**config.mk**
```make
export PLATFORM = sky130hd
export DESIGN_NAME = front_panel_input
export DESIGN_NICKNAME = d
export VERILOG_FILES = /design/src/rtl/front_panel_input.sv
export SDC_FILE = /design/constraint.sdc
export NUM_CORES = 1
export LEC_CHECK = 0
export ABC_AREA = 1
export CAP_MARGIN = 20
export CORE_UTILIZATION = 52
export DETAILED_ROUTE_END_ITERATION = 7
export DONT_BUFFER_PORTS = 1
export PLACE_DENSITY = 0.67
export SLEW_MARGIN = 20
export SYNTH_ARGS = -nofsm -noshare
export SYNTH_HDL_FRONTEND = slang
export SYNTH_SLANG_ARGS = --single-unit
```
**constraint.sdc**
```tcl
create_clock -name clk -period 5.1 [get_ports clk]
set_clock_uncertainty 0.2 [all_clocks]
set_input_delay 1.275 -clock clk [delete_from_list [all_inputs] [get_ports clk]]
set_output_delay 1.275 -clock clk [all_outputs]
set_load 0.05 [all_outputs]
```
**src/rtl/front_panel_input.sv**
```systemverilog
// Front panel input controller: buttons -> cursor position/action, latched toggles, momentary command pulses.
// Latency: 3 clk from button pin to registered outputs; no backpressure, every output is a free-running register.
module front_panel_input #(
    parameter int HOLD_FRAMES   = 20,
    parameter int REPEAT_FRAMES = 6,
    parameter int ACTION_FRAMES = 8,
    parameter int ROW0_MAX_X    = 15,
    parameter int ROW1_MAX_X    = 8
) (
    input  logic        clk,
    input  logic        reset_n,
    input  logic        vsync,
    input  logic        btn_up,
    input  logic        btn_down,
    input  logic        btn_left,
    input  logic        btn_right,
    input  logic        btn_fire_a,
    input  logic        btn_fire_b,
    output logic [3:0]  cursor_index_x,
    output logic [4:0]  cursor_index_y,
    output logic [1:0]  cursor_action,
    output logic [15:0] sw_data,
    output logic        power_on,
    output logic [7:0]  cmd_up,
    output logic [7:0]  cmd_down
);

    localparam int CW = 8;
    localparam logic [CW-1:0] HOLD_LAST   = CW'(HOLD_FRAMES - 1);
    localparam logic [CW-1:0] REPEAT_LAST = CW'(REPEAT_FRAMES - 1);
    localparam logic [CW-1:0] ACT_LOAD    = CW'(ACTION_FRAMES);
    localparam logic [3:0]    ROW0_MAX    = 4'(ROW0_MAX_X);
    localparam logic [3:0]    ROW1_MAX    = 4'(ROW1_MAX_X);

    localparam logic [1:0] D_IDLE   = 2'd0;
    localparam logic [1:0] D_HOLD   = 2'd1;
    localparam logic [1:0] D_REPEAT = 2'd2;
    localparam logic [0:0] A_IDLE   = 1'b0;
    localparam logic [0:0] A_ACTIVE = 1'b1;

    // bit order: {vsync, fire_b, fire_a, right, left, down, up}
    logic [6:0] w_in;
    logic [6:0] r_sync1, r_sync2, r_prev;
    logic [6:0] w_rise;
    logic [3:0] w_dir, w_dir_rise;
    logic [1:0] w_fire_rise;
    logic       w_frame_tick;
    logic       w_dir_single;

    logic [1:0]    r_dstate, w_dstate_nx;
    logic [CW-1:0] r_dcnt, w_dcnt_nx;
    logic [3:0]    r_held;
    logic          w_step;
    logic [3:0]    w_row_max;
    logic [3:0]    w_nx;
    logic [4:0]    w_ny;

    logic [0:0]    r_astate;
    logic [CW-1:0] r_acnt;
    logic          w_fire_one;
    logic [4:0]    w_idx;
    logic [7:0]    w_cmd_mask;

    assign w_in         = {vsync, btn_fire_b, btn_fire_a, btn_right, btn_left, btn_down, btn_up};
    assign w_rise       = r_sync2 & ~r_prev;
    assign w_dir        = r_sync2[3:0];
    assign w_dir_rise   = w_rise[3:0];
    assign w_fire_rise  = w_rise[5:4];
    assign w_frame_tick = w_rise[6];
    assign w_dir_single = (w_dir != 4'd0) && ((w_dir & (w_dir - 4'd1)) == 4'd0);
    assign w_fire_one   = (w_fire_rise == 2'b01) || (w_fire_rise == 2'b10);
    assign w_idx        = {1'b0, cursor_index_x} + cursor_index_y;

    always_ff @(posedge clk or negedge reset_n) begin
        if (!reset_n) begin
            r_sync1 <= '0;
            r_sync2 <= '0;
            r_prev  <= '0;
        end else begin
            r_sync1 <= w_in;
            r_sync2 <= r_sync1;
            r_prev  <= r_sync2;
        end
    end

    // Direction auto-repeat; an active throw parks it in IDLE so held buttons need a fresh edge.
    always_comb begin
        w_step      = 1'b0;
        w_dstate_nx = r_dstate;
        w_dcnt_nx   = r_dcnt;
        if (r_astate == A_ACTIVE) begin
            w_dstate_nx = D_IDLE;
            w_dcnt_nx   = '0;
        end else begin
            case (r_dstate)
                D_IDLE: begin
                    if (w_dir_rise != 4'd0 && w_dir_single) begin
                        w_step      = 1'b1;
                        w_dstate_nx = D_HOLD;
                        w_dcnt_nx   = '0;
                    end
                end
                D_HOLD: begin
                    if (w_dir != r_held) begin
                        w_dstate_nx = D_IDLE;
                    end else if (w_frame_tick) begin
                        if (r_dcnt == HOLD_LAST) begin
                            w_step      = 1'b1;
                            w_dstate_nx = D_REPEAT;
                            w_dcnt_nx   = '0;
                        end else begin
                            w_dcnt_nx = r_dcnt + 8'd1;
                        end
                    end
                end
                D_REPEAT: begin
                    if (w_dir != r_held) begin
                        w_dstate_nx = D_IDLE;
                    end else if (w_frame_tick) begin
                        if (r_dcnt == REPEAT_LAST) begin
                            w_step    = 1'b1;
                            w_dcnt_nx = '0;
                        end else begin
                            w_dcnt_nx = r_dcnt + 8'd1;
                        end
                    end
                end
                default: begin
                    w_dstate_nx = D_IDLE;
                    w_dcnt_nx   = '0;
                end
            endcase
        end
    end

    always_comb begin
        w_row_max = (cursor_index_y == 5'd0) ? ROW0_MAX : ROW1_MAX;
        w_nx      = cursor_index_x;
        w_ny      = cursor_index_y;
        if (w_dir[0] || w_dir[1]) begin
            w_ny = (cursor_index_y == 5'd0) ? 5'd16 : 5'd0;
            if (w_ny != 5'd0 && cursor_index_x > ROW1_MAX) begin
                w_nx = ROW1_MAX;
            end
        end else if (w_dir[2]) begin
            w_nx = (cursor_index_x == 4'd0) ? w_row_max : cursor_index_x - 4'd1;
        end else if (w_dir[3]) begin
            w_nx = (cursor_index_x >= w_row_max) ? 4'd0 : cursor_index_x + 4'd1;
        end
    end

    always_ff @(posedge clk or negedge reset_n) begin
        if (!reset_n) begin
            r_dstate       <= D_IDLE;
            r_dcnt         <= '0;
            r_held         <= '0;
            cursor_index_x <= '0;
            cursor_index_y <= '0;
        end else begin
            r_dstate <= w_dstate_nx;
            r_dcnt   <= w_dcnt_nx;
            if (w_step) begin
                r_held         <= w_dir;
                cursor_index_x <= w_nx;
                cursor_index_y <= w_ny;
            end
        end
    end

    always_comb begin
        w_cmd_mask = '0;
        for (int i = 0; i < 8; i++) begin
            w_cmd_mask[i] = (w_idx == 5'(17 + i));
        end
    end

    // A throw updates the target and the displayed action in the same clk.
    always_ff @(posedge clk or negedge reset_n) begin
        if (!reset_n) begin
            r_astate      <= A_IDLE;
            r_acnt        <= '0;
            cursor_action <= 2'd0;
            sw_data       <= '0;
            power_on      <= 1'b0;
            cmd_up        <= '0;
            cmd_down      <= '0;
        end else begin
            cmd_up   <= '0;
            cmd_down <= '0;
            case (r_astate)
                A_IDLE: begin
                    if (w_fire_one) begin
                        cursor_action <= w_fire_rise[0] ? 2'd1 : 2'd2;
                        r_acnt        <= ACT_LOAD;
                        r_astate      <= A_ACTIVE;
                        if (w_idx <= 5'd15) begin
                            sw_data[w_idx[3:0]] <= w_fire_rise[0];
                        end else if (w_idx == 5'd16) begin
                            power_on <= w_fire_rise[0];
                        end else if (w_fire_rise[0]) begin
                            cmd_up <= w_cmd_mask;
                        end else begin
                            cmd_down <= w_cmd_mask;
                        end
                    end
                end
                default: begin
                    if (w_frame_tick) begin
                        r_acnt <= r_acnt - 8'd1;
                        if (r_acnt <= 8'd1) begin
                            cursor_action <= 2'd0;
                            r_astate      <= A_IDLE;
                            r_acnt        <= '0;
                        end
                    end
                end
            endcase
        end
    end

endmodule

```
==> impl_metrics.json <==
{
  "path_depth": 0,
  "rr_endpoint": "cursor_index_x[0]$_DFFE_PN0P_",
  "finalHoldViolations": 0,
  "ys_async_sr_fraction": 1.00,
  "grt.overflow.total": 0,
  "final_antenna_net_count": 0,
  "yosys.area.top_type": "dfrtp_1",
  "p_leak_nw": 2.17,
  "place_congestion": 0.875,
  "setup_tns_ps": 0,
  "crit_start": "cursor_index_x[2]$_DFFE_PN0P_",
  "dieArea_um2": 8520,
  "synth_edf_count": 0,
  "drtPass1Iterations": 4,
  "post-route-util": 0.575,
  "synthesis.area_um2": 4240,
  "io_pins": 53,
  "whs_ps": 154,
  "max-clock-path-buffers": 2,
  "reg2reg_depth": 8,
  "worstHoldEndpoint": "r_sync2[4]$_DFF_PN0_",
  "rsz0062_at_grt": "false",
  "hold_depth": 0,
  "synth_top_cell_area_share": 0.496,
  "postCtsSetupRepairBufs": 0,
  "layout_commonest_cell": "nand2_1",
  "instances_no_fill": 610,
  "crit_path_end_kind": "output pin",
  "avgViaCountPerCell": 5.20,
  "synth.distinct_cells": 33,
  "min_from": "r_sync1[4]$_DFF_PN0_",
  "layout.nets": 529,
  "first_iter_violations": 153,
  "dp.cells": 594,
  "syn-mean-instance-area_um2": 8.45,
  "area_delta_synth_final_pct": 5.84,
  "finalCriticalPeriod_ps": 2800,
  "holdBufCountCts": 0,
  "routed_wl_um": 8420,
  "post_dp_cell_area_um2": 4290,
  "required_ps": 3620,
  "cts_inserted_buffers": 9,
  "clkSinkCount": 84,
  "die_y_um": 92.3,
  "antennaDiodeCount": 0,
  "root_buffer": "clkbuf_8",
  "cts_tree": "yes",
  "syn-instance-count": 502,
  "grt_usage": 0.219,
  "ys_top_cells_by_area": "dfrtp_1 (50%), nand2_1 (11%), inv_1 (5.4%)",
  "grt_pass1_wl_um": 14400,
  "fin_area_um2": 4490,
  "setup_violations": 0,
  "detail_route.wl_per_cell_um": 13.8,
  "die_x_um": 92.3,
  "filler_cell_count": 736,
  "r2r_slack_ps": 2460,
  "synth_ff_type": "dfrtp_1",
  "path_clk_slew_ps": 80,
  "drive_gt1_frac": 0.104,
  "max_slew_margin": 0.374,
  "h-tree-depth": 3,
  "grt_pass1_vias": 2998,
  "drc": 0,
  "antenna_found_initial": 0,
  "path_max_fanout": 13,
  "r2r_start": "cursor_index_x[0]$_DFFE_PN0P_",
  "rows": 32,
  "layout_common_cells": "nand2_1 (126), dfrtp_1 (84), inv_1 (61)",
  "cts_resized": 0,
  "power_density_nw_per_um2": 411,
  "startpoint_type": "register",
  "clock_latency_ps": 370,
  "tightest_slew_ps": 939,
  "synth_seq_area_share": 0.496,
  "yosysWarnings": 0,
  "core-area_um2": 7810,
  "fin_crit_sh": 0.549,
  "max-vdd-ir-drop_v": 0.000218,
  "portBuffers": 0,
  "grt_max_degree": 85,
  "crit_type": "register to output pin",
  "drv_cap": 0,
  "report.final.slew_viol_count": 0,
  "dp.final_hpwl_um": 6040,
  "cp.arrival_ps": 1330,
  "hold_class": "register to register",
  "vias": 3172,
  "initial_utilization": 0.543,
  "fmax_mhz": 357,
  "status": "completed",
  "synth-seq-cells": 84
}
## through the flow
stage               total power, W  worst slack (ps)
floorplan                  0.00127              2900
global placement           0.00135              2620
detailed placement         0.00137              2520
CTS                        0.00186              2290
global route               0.00196              2230
finish                     0.00184              2300
## how the worst max path moves through the flow
stage and end:
3_5_place_dp cursor_index_x[0]$_DFFE_PN0P_, 4_1_cts cursor_index_x[2], 2_1_floorplan cursor_index_x[1]$_DFFE_PN0P_, 3_3_place_gp cursor_index_x[0]$_DFFE_PN0P_, 6_report cursor_index_x[2], 5_1_grt cursor_index_x[2]
## cells in the mapped netlist (4+ instances only)
master,n
a21oi_1,7
o22ai_1,5
o21ai_1,7
nor2_2,7
xor2_1,6
nor2_1,38
dfrtp_1,84
nand2_2,5
o21ai_2,10
nand2_1,126
buf_4,6
inv_1,61
nor4_1,4
nand3_2,4
ha_1,17
nor2_4,4
nand4_1,14
nand3_1,37
o21ai_0,27
nor3_1,11
inv_2,4
## metal layers
metal | GRT usage | share of wire | up-vias | wire (um)
met3 | 0.0525 | 0.051 | 12 | 431
met2 | 0.340 | 0.46 | 74 | 3850
met5 | 0 | 0 | - | 0
met4 | 0.0964 | 0.020 | 0 | 165
met1 | 0.292 | 0.47 | 1478 | 3980
li1 | - | - | 1608 | -
## kinds of logic after synthesis
| group | Yosys count | share of synthesized area |
|---|---|---|
| compound gates | 58 | 0.0794 |
| xor+xnor | 8 | 0.0165 |
| flops | 84 | 0.496 |
| simple gates | 255 | 0.276 |
| other cells | 1 | 0.000884 |
| buf+inv | 79 | 0.0811 |
| fa+ha+maj | 17 | 0.0502 |
## layout make-up
cell class / count / area [um2] / area share
clock buffer: 9 / 124 / 0.0276
clock inverter: 7 / 73.8 / 0.0164
inverter: 66 / 255 / 0.0569
multi-input combinational: 342 / 1810 / 0.402
tap: 102 / 128 / 0.0284
sequential: 84 / 2100 / 0.468
## flip-flops by register name, indices dropped and copies added (netlist names)
name,flops
cmd_down,8
r_sync2,7
cursor_index_y,1
r_held,4
cmd_up,8
r_dcnt,8
cursor_index_x,4
sw_data,16
power_on,1
r_astate,1
r_dstate,2
r_acnt,8
cursor_action,2
r_sync1,7
r_prev,7
## report_power, final
| part | switching, W | internal [W] | total [W] |
|---|---|---|---|
| registers | 0.000180 | 0.000741 | 0.000921 |
| clock network | 0.000257 | 0.000230 | 0.000487 |
| logic | 0.000292 | 0.000144 | 0.000436 |
| total | 0.000729 | 0.00111 | 0.00184 |
No activity file was read; power rests on OpenSTA's default activity.
